## src/rtl/sdfa_result_decoder_pkg.sv

```systemverilog
// Shared definitions for the SDFA result decoder: FSM states, mode encoding
// and the default number of result slots per frame.
package sdfa_pkg;

  localparam int SDFA_NUM_CLASSES = 10;

  localparam logic MODE_SUM   = 1'b0;
  localparam logic MODE_FIRST = 1'b1;

  typedef enum logic [1:0] {
    S_IDLE    = 2'd0,
    S_COLLECT = 2'd1,
    S_REPORT  = 2'd2
  } sdfa_state_e;

  // Plain-vector aliases so the state register stays a legacy logic vector.
  localparam logic [1:0] ST_IDLE    = S_IDLE;
  localparam logic [1:0] ST_COLLECT = S_COLLECT;
  localparam logic [1:0] ST_REPORT  = S_REPORT;

endpackage

```

## src/rtl/sdfa_result_decoder_label_fifo.sv

```systemverilog
// Small register-based FIFO holding the expected labels, one per frame.
// Pushes while full and pops while empty are ignored.
module sdfa_label_fifo
  import sdfa_pkg::*;
#(
  parameter int LABEL_W   = 4,
  parameter int LBL_DEPTH = 4
) (
  input  logic               clk,
  input  logic               rst,
  input  logic               push,
  input  logic               pop,
  input  logic [LABEL_W-1:0] din,
  output logic [LABEL_W-1:0] head,
  output logic               full,
  output logic               empty
);

  localparam int AW = $clog2(LBL_DEPTH);

  logic [LABEL_W-1:0] mem [LBL_DEPTH];
  logic [AW:0]        wr_ptr;
  logic [AW:0]        rd_ptr;
  logic               do_push;
  logic               do_pop;

  // The extra pointer bit tells full apart from empty when the indices match.
  assign empty   = (wr_ptr == rd_ptr);
  assign full    = (wr_ptr[AW] != rd_ptr[AW]) && (wr_ptr[AW-1:0] == rd_ptr[AW-1:0]);
  assign head    = mem[rd_ptr[AW-1:0]];
  assign do_push = push && !full;
  assign do_pop  = pop && !empty;

  always_ff @(posedge clk) begin
    if (rst) begin
      wr_ptr <= '0;
      rd_ptr <= '0;
    end else begin
      if (do_push) wr_ptr <= wr_ptr + (AW+1)'(1);
      if (do_pop)  rd_ptr <= rd_ptr + (AW+1)'(1);
    end
  end

  always_ff @(posedge clk) begin
    if (do_push) mem[wr_ptr[AW-1:0]] <= din;
  end

endmodule

```

## src/rtl/sdfa_result_decoder.sv

```systemverilog
// Decodes a frame of per-slot spike bits into a class prediction (index sum or
// first-spike index), scores it against an expected-label FIFO and keeps stats.
module sdfa_result_decoder
  import sdfa_pkg::*;
#(
  parameter int NUM_CLASSES = SDFA_NUM_CLASSES,
  parameter int LABEL_W     = 4,
  parameter int SUM_W       = 6,
  parameter int LBL_DEPTH   = 4,
  parameter int CNT_W       = 16
) (
  input  logic               clk,
  input  logic               rst,
  input  logic               result_spike,
  input  logic               result_spike_valid,
  input  logic               mode,
  input  logic [LABEL_W-1:0] true_label,
  input  logic               true_label_valid,
  output logic               true_label_ready,
  input  logic               clear,
  output logic               pred_valid,
  output logic [SUM_W-1:0]   pred_label,
  output logic               pred_hit,
  output logic               pred_anom,
  output logic [CNT_W-1:0]   img_cnt,
  output logic [CNT_W-1:0]   err_cnt,
  output logic               sticky_short,
  output logic               sticky_underflow
);

  localparam int               SLOT_W    = $clog2(NUM_CLASSES + 1);
  localparam int               CMP_W     = LABEL_W + SUM_W;
  localparam logic [SLOT_W-1:0] LAST_SLOT = SLOT_W'(NUM_CLASSES - 1);
  localparam logic [SUM_W-1:0]  NO_SPIKE  = SUM_W'(NUM_CLASSES);

  logic [1:0]         state;
  logic [SLOT_W-1:0]  slot;
  logic               mode_q;
  logic [SUM_W-1:0]   acc;
  logic [SUM_W-1:0]   first_idx;
  logic [1:0]         spk_cnt;

  logic               fifo_full;
  logic               fifo_empty;
  logic [LABEL_W-1:0] fifo_head;
  logic               push;
  logic               pop;

  logic               start;
  logic               short_frame;
  logic               last_sample;
  logic [SLOT_W-1:0]  cur_slot;
  logic               cur_mode;
  logic [SUM_W-1:0]   acc_next;
  logic [SUM_W-1:0]   first_next;
  logic [1:0]         cnt_next;
  logic [SUM_W-1:0]   label_next;
  logic [LABEL_W-1:0] head_at_report;
  logic               fifo_live_at_report;
  logic               hit_next;
  logic               report;
  logic               miss;

  // Any valid cycle outside COLLECT (IDLE or the REPORT cycle) opens a frame at slot 0.
  always_comb begin
    start       = result_spike_valid && (state != ST_COLLECT);
    short_frame = (state == ST_COLLECT) && !result_spike_valid;
    cur_slot    = start ? '0 : slot;
    cur_mode    = start ? mode : mode_q;
    last_sample = result_spike_valid && (cur_slot == LAST_SLOT);
    acc_next    = start ? '0 : acc;
    first_next  = start ? NO_SPIKE : first_idx;
    cnt_next    = start ? 2'd0 : spk_cnt;
    if (result_spike) begin
      acc_next = acc_next + SUM_W'(cur_slot);
      if (first_next == NO_SPIKE) first_next = SUM_W'(cur_slot);
      if (cnt_next != 2'd2) cnt_next = cnt_next + 2'd1;
    end
    label_next = (cur_mode == MODE_FIRST) ? first_next : acc_next;
  end

  // The hit is registered one cycle early, so it must predict the FIFO head as
  // REPORT will see it, including a label landing in an empty FIFO right now.
  always_comb begin
    push                = true_label_valid && !fifo_full;
    fifo_live_at_report = !fifo_empty || push;
    head_at_report      = fifo_empty ? true_label : fifo_head;
    hit_next            = fifo_live_at_report &&
                          (CMP_W'(label_next) == CMP_W'(head_at_report));
    report              = (state == ST_REPORT);
    pop                 = report && !fifo_empty;
    miss                = report && !fifo_empty && !pred_hit;
  end

  assign true_label_ready = !fifo_full;

  always_ff @(posedge clk) begin
    if (rst) begin
      state      <= ST_IDLE;
      slot       <= '0;
      mode_q     <= MODE_SUM;
      acc        <= '0;
      first_idx  <= '0;
      spk_cnt    <= '0;
      pred_valid <= 1'b0;
      pred_label <= '0;
      pred_hit   <= 1'b0;
      pred_anom  <= 1'b0;
    end else begin
      pred_valid <= 1'b0;
      if (result_spike_valid) begin
        slot      <= cur_slot + SLOT_W'(1);
        mode_q    <= cur_mode;
        acc       <= acc_next;
        first_idx <= first_next;
        spk_cnt   <= cnt_next;
        if (last_sample) begin
          state      <= ST_REPORT;
          pred_valid <= 1'b1;
          pred_label <= label_next;
          pred_hit   <= hit_next;
          pred_anom  <= (cnt_next != 2'd1);
        end else begin
          state <= ST_COLLECT;
        end
      end else begin
        state <= ST_IDLE;
      end
    end
  end

  // Clear shares the reset path so it wins over any increment in the same cycle.
  always_ff @(posedge clk) begin
    if (rst || clear) begin
      img_cnt          <= '0;
      err_cnt          <= '0;
      sticky_short     <= 1'b0;
      sticky_underflow <= 1'b0;
    end else begin
      if (report && (img_cnt != '1)) img_cnt <= img_cnt + CNT_W'(1);
      if (miss && (err_cnt != '1))   err_cnt <= err_cnt + CNT_W'(1);
      if (short_frame)               sticky_short <= 1'b1;
      if (report && fifo_empty)      sticky_underflow <= 1'b1;
    end
  end

  sdfa_label_fifo #(
    .LABEL_W  (LABEL_W),
    .LBL_DEPTH(LBL_DEPTH)
  ) u_label_fifo (
    .clk  (clk),
    .rst  (rst),
    .push (push),
    .pop  (pop),
    .din  (true_label),
    .head (fifo_head),
    .full (fifo_full),
    .empty(fifo_empty)
  );

endmodule

```

## config.mk

```make
export PLATFORM = sky130hd
export DESIGN_NAME = sdfa_result_decoder
export DESIGN_NICKNAME = d
export VERILOG_FILES = /design/src/rtl/sdfa_result_decoder_pkg.sv /design/src/rtl/sdfa_result_decoder_label_fifo.sv /design/src/rtl/sdfa_result_decoder.sv
export SDC_FILE = /design/constraint.sdc
export NUM_CORES = 1
export LEC_CHECK = 0
export BUFFER_PORTS_ARGS = -buffer_cell sky130_fd_sc_hd__buf_2
export CAP_MARGIN = 10
export CORE_MARGIN = 4
export CORE_UTILIZATION = 55
export CTS_BUF_LIST = sky130_fd_sc_hd__clkbuf_2 sky130_fd_sc_hd__clkbuf_4 sky130_fd_sc_hd__clkbuf_8
export DETAILED_ROUTE_END_ITERATION = 12
export PLACE_DENSITY = 0.79
export SLEW_MARGIN = 10
export SYNTH_ARGS = -nofsm -noshare
export SYNTH_HDL_FRONTEND = slang
export SYNTH_SLANG_ARGS = --single-unit
```

## constraint.sdc

```tcl
create_clock -name clk -period 7.39 [get_ports clk]
set_clock_uncertainty 0.2 [all_clocks]
set_input_delay 0 -clock clk [delete_from_list [all_inputs] [get_ports clk]]
set_output_delay 0 -clock clk [all_outputs]
set_load 0.005 [all_outputs]
```

==> flow_metrics.tcl <==
set metrics [dict create \
    grt_pass1_vias 3350 \
    drt_drc_violations_left 0 \
    cts_tree "yes" \
    peakVddDrop_v 0.000138 \
    boundaryPins 55 \
    initial_core_util_pct 57.2 \
    dr.pass1.iters 5 \
    clock_path_buffers 2 \
    antenna_found_initial 0 \
    path_buf_inv 1 \
    synth.avg_cell_area_um2 9.23 \
    place_area_um2 4520 \
    critPathLaunchType "flip-flop" \
    antennaDiodeCount 0 \
    synthFlopType "dfxtp_1" \
    crit_fanout 13 \
    hpwl_mm 6.81 \
    critPathTopFamily "simple AND/OR/NAND/NOR gates" \
    power_density_nw_per_um2 196 \
    drtAntennaViolNets 0 \
    multi_input_area_um2 2170 \
    cts_made_buffers 9 \
    rsz0062_at_grt "false" \
    grt.total_usage_pct 22.6 \
    p_leak_nw 1.92 \
    finalSetupViolations 0 \
    vias 3538 \
    async_flop_share_pct 0 \
    path_class "flip-flop to flip-flop" \
    nFillCells 634 \
    maxSlewHeadroom_pct 26.4 \
    path_clk_slew_ps 90 \
    num-nets-final 534 \
    htree_levels 3 \
    core_region_area_um2 7370 \
    grt_pass1_wl_mm 16.2 \
    startpoint "pred_valid" \
    min_period_ps 3700 \
    syn_nets 482 \
    drv_cap 0 \
    slowest_stage "dlygate4sd3_1" \
    drive_above_1_share_pct 16.0 \
    synth_cells 457 \
    wl_per_cell_um 15.8 \
    fin_crit_sh_pct 50.1 \
    r2r-start "pred_valid" \
    cts_root_buffer "clkbuf_8" \
    insertion_delay_ps 360 \
    row_count 31 \
    finalInstanceArea_um2 4840 \
    gp_congestion 0.955 \
    viasPerCell 5.77 \
    yosys_register_bits 87 \
    worstPathRequired_ps 7440 \
    critPathMaxStageDelay_ps 590 \
    reg2reg_depth 11 \
    dieHeight_um 95.6 \
    crit_chain "nand2b_1 > nand2_1 > and2_1 > ha_1 > fa_1 > mux2i_1 > a22o_1 > a21o_1 > a21oi_1 > nor2_1 > dlygate4sd3_1" \
    cts_setup_buffers 0 \
    regArea_um2 1900 \
    syn_to_final_growth_pct 14.7 \
    hold_viol 0 \
    slew_violations 0 \
    dr.first_iter.drc_count 294 \
    timing.fmax_ghz 0.270 \
    cp.arrival_ps 3750 \
    io_buffers 54 \
    gr-total-overflow 0 \
    hp-start "mode" \
    die_w_um 95.6 \
    cts_sinks 87 \
    die_area_um2 9140 \
    drt_wl_total_mm 9.68 \
    synth_edf_count 16 \
    netlist_area_um2 4220 \
    hold_class "primary input to flip-flop" \
    rrSetupSlack_ps 3690 \
    synth_cell_type_count 61 \
    status "complete, no violations" \
    grt_max_degree 39 \
    yosys_warnings 0 \
    final.setup.tns_ps 0 \
    cp.depth 11 \
    ys_seq_area_share_pct 45.1 \
    worstHoldPathCells 5 \
    cp-end-kind "flip-flop" \
    worstMarginPinSlew_ps 1100 \
]
## Yosys cell counts, drive strengths merged (2+ instances only)
master   n  area share (%)
dfxtp   71              34
nor3b    4            0.71
a21o     2            0.36
ha      13             3.9
nor3    15             1.8
and3    16             2.4
and2     5            0.74
nor4     3            0.44
xor2    21             4.5
a311oi   4            0.83
o311ai   2            0.42
or3      8             1.4
xnor2   16             3.3
nand2   30             2.7
buf      2            0.36
edfxtp  16              11
nand3b   3            0.53
inv     13             1.2
o21bai   2            0.36
a32oi    5             1.0
a21oi   21             2.6
nand4b   2            0.42
maj3     2            0.47
a31oi    2            0.30
nand4    9             1.3
nor2b    4            0.59
o211ai   2            0.36
nand3   13             1.5
a211oi   5            0.89
clkbuf  20             1.8
mux4     4             2.1
nor2    75             6.7
mux2i   12             2.8
o21ai   12             1.4
nand2b   4            0.59
## kinds of logic after synthesis
kind of cell	share of synthesized area [%]
and+or+nand+nor	22.7
DFF	45.1
AOI/OAI and AO/OA	11.2
xor gates and xnor gates	7.86
buffers and inverters	3.38
muxes	4.98
adders and majority gates	4.80
## path summary, 6_finish.rpt
kind	endpoint
worst max-delay path	acc[2]
worst min-delay path	mode_q
worst max register to register	acc[2]
worst min register to register	pred_anom
## routing by layer
metal	up-vias	GRT usage, %	wire (µm)
met5	-	0	0
met4	0	5.92	131
met3	18	5.37	642
met2	127	35.8	4550
met1	1671	31.1	4350
li1	1722	-	-
## registers in the layout, indices dropped and copies added (netlist names), 2 cells and up, named ones only
signal	cells
err_cnt	16
img_cnt	16
u_label_fifo.mem	16
acc	6
first_idx	6
pred_label	6
slot	4
u_label_fifo.rd_ptr	3
u_label_fifo.wr_ptr	3
spk_cnt	2
## cells in the final DEF (no fill, tap or decap), types with 5 or more instances in the layout
cell type and count:
ha_1 13, buf_2 54, nand4_1 9, dlygate4sd3_1 9, mux2i_1 12, and2_1 5
xnor2_1 16, a21oi_1 20, nor2_1 75, a32oi_1 5, edfxtp_1 16, dfxtp_1 71
nand3_1 13, o21ai_0 12, and3_1 15, clkbuf_8 9, inv_1 13, nor3_1 15
a211oi_1 5, xor2_1 20, or3_1 5, nand2_1 30
## through the flow
stage / setup slack (ps) / util, % / power, W / hold WS, ps / std cells
floorplan: 4070 / - / 0.000555 / -101 / 457
global placement: 3990 / 61.4 / 0.000571 / 36.8 / 588
detailed placement: 3810 / 61.4 / 0.000573 / 40.2 / 588
CTS: 3760 / 65.7 / 0.000954 / 41.7 / 613
global route: 3430 / 65.7 / 0.000984 / 110 / 613
finish: 3690 / 65.7 / 0.000948 / 54.2 / 613
## report_power, final
part           switching, W  internal [W]
logic             0.0000429     0.0000258
clock network      0.000186      0.000196
registers        0.00000657      0.000491
## worst register-to-register path, delay by kind of cell, from the launching register on
kind,cells,cell delay (ps)
flops,1,390
compound gates,3,510
fa+ha+maj,2,750
mux,1,170
simple gates,4,1000
buf+inv,1,590
## what timing repair did
item	4_1_cts	5_1_grt
gates resized for setup	0	0
hold endpoints to repair	49	0
hold buffers	9	0
setup endpoints to repair	0	0
## area by class of cell
cell class / instances / area share [%]
clock buffers: 9 / 2.56
repair buffers: 63 / 7.45
clock inverters: 7 / 2.12
inverters: 14 / 1.09
flip-flops and latches: 87 / 39.3
well taps: 99 / 2.56
multi-input cells: 334 / 44.9
Power figures use the tool's default switching activity.
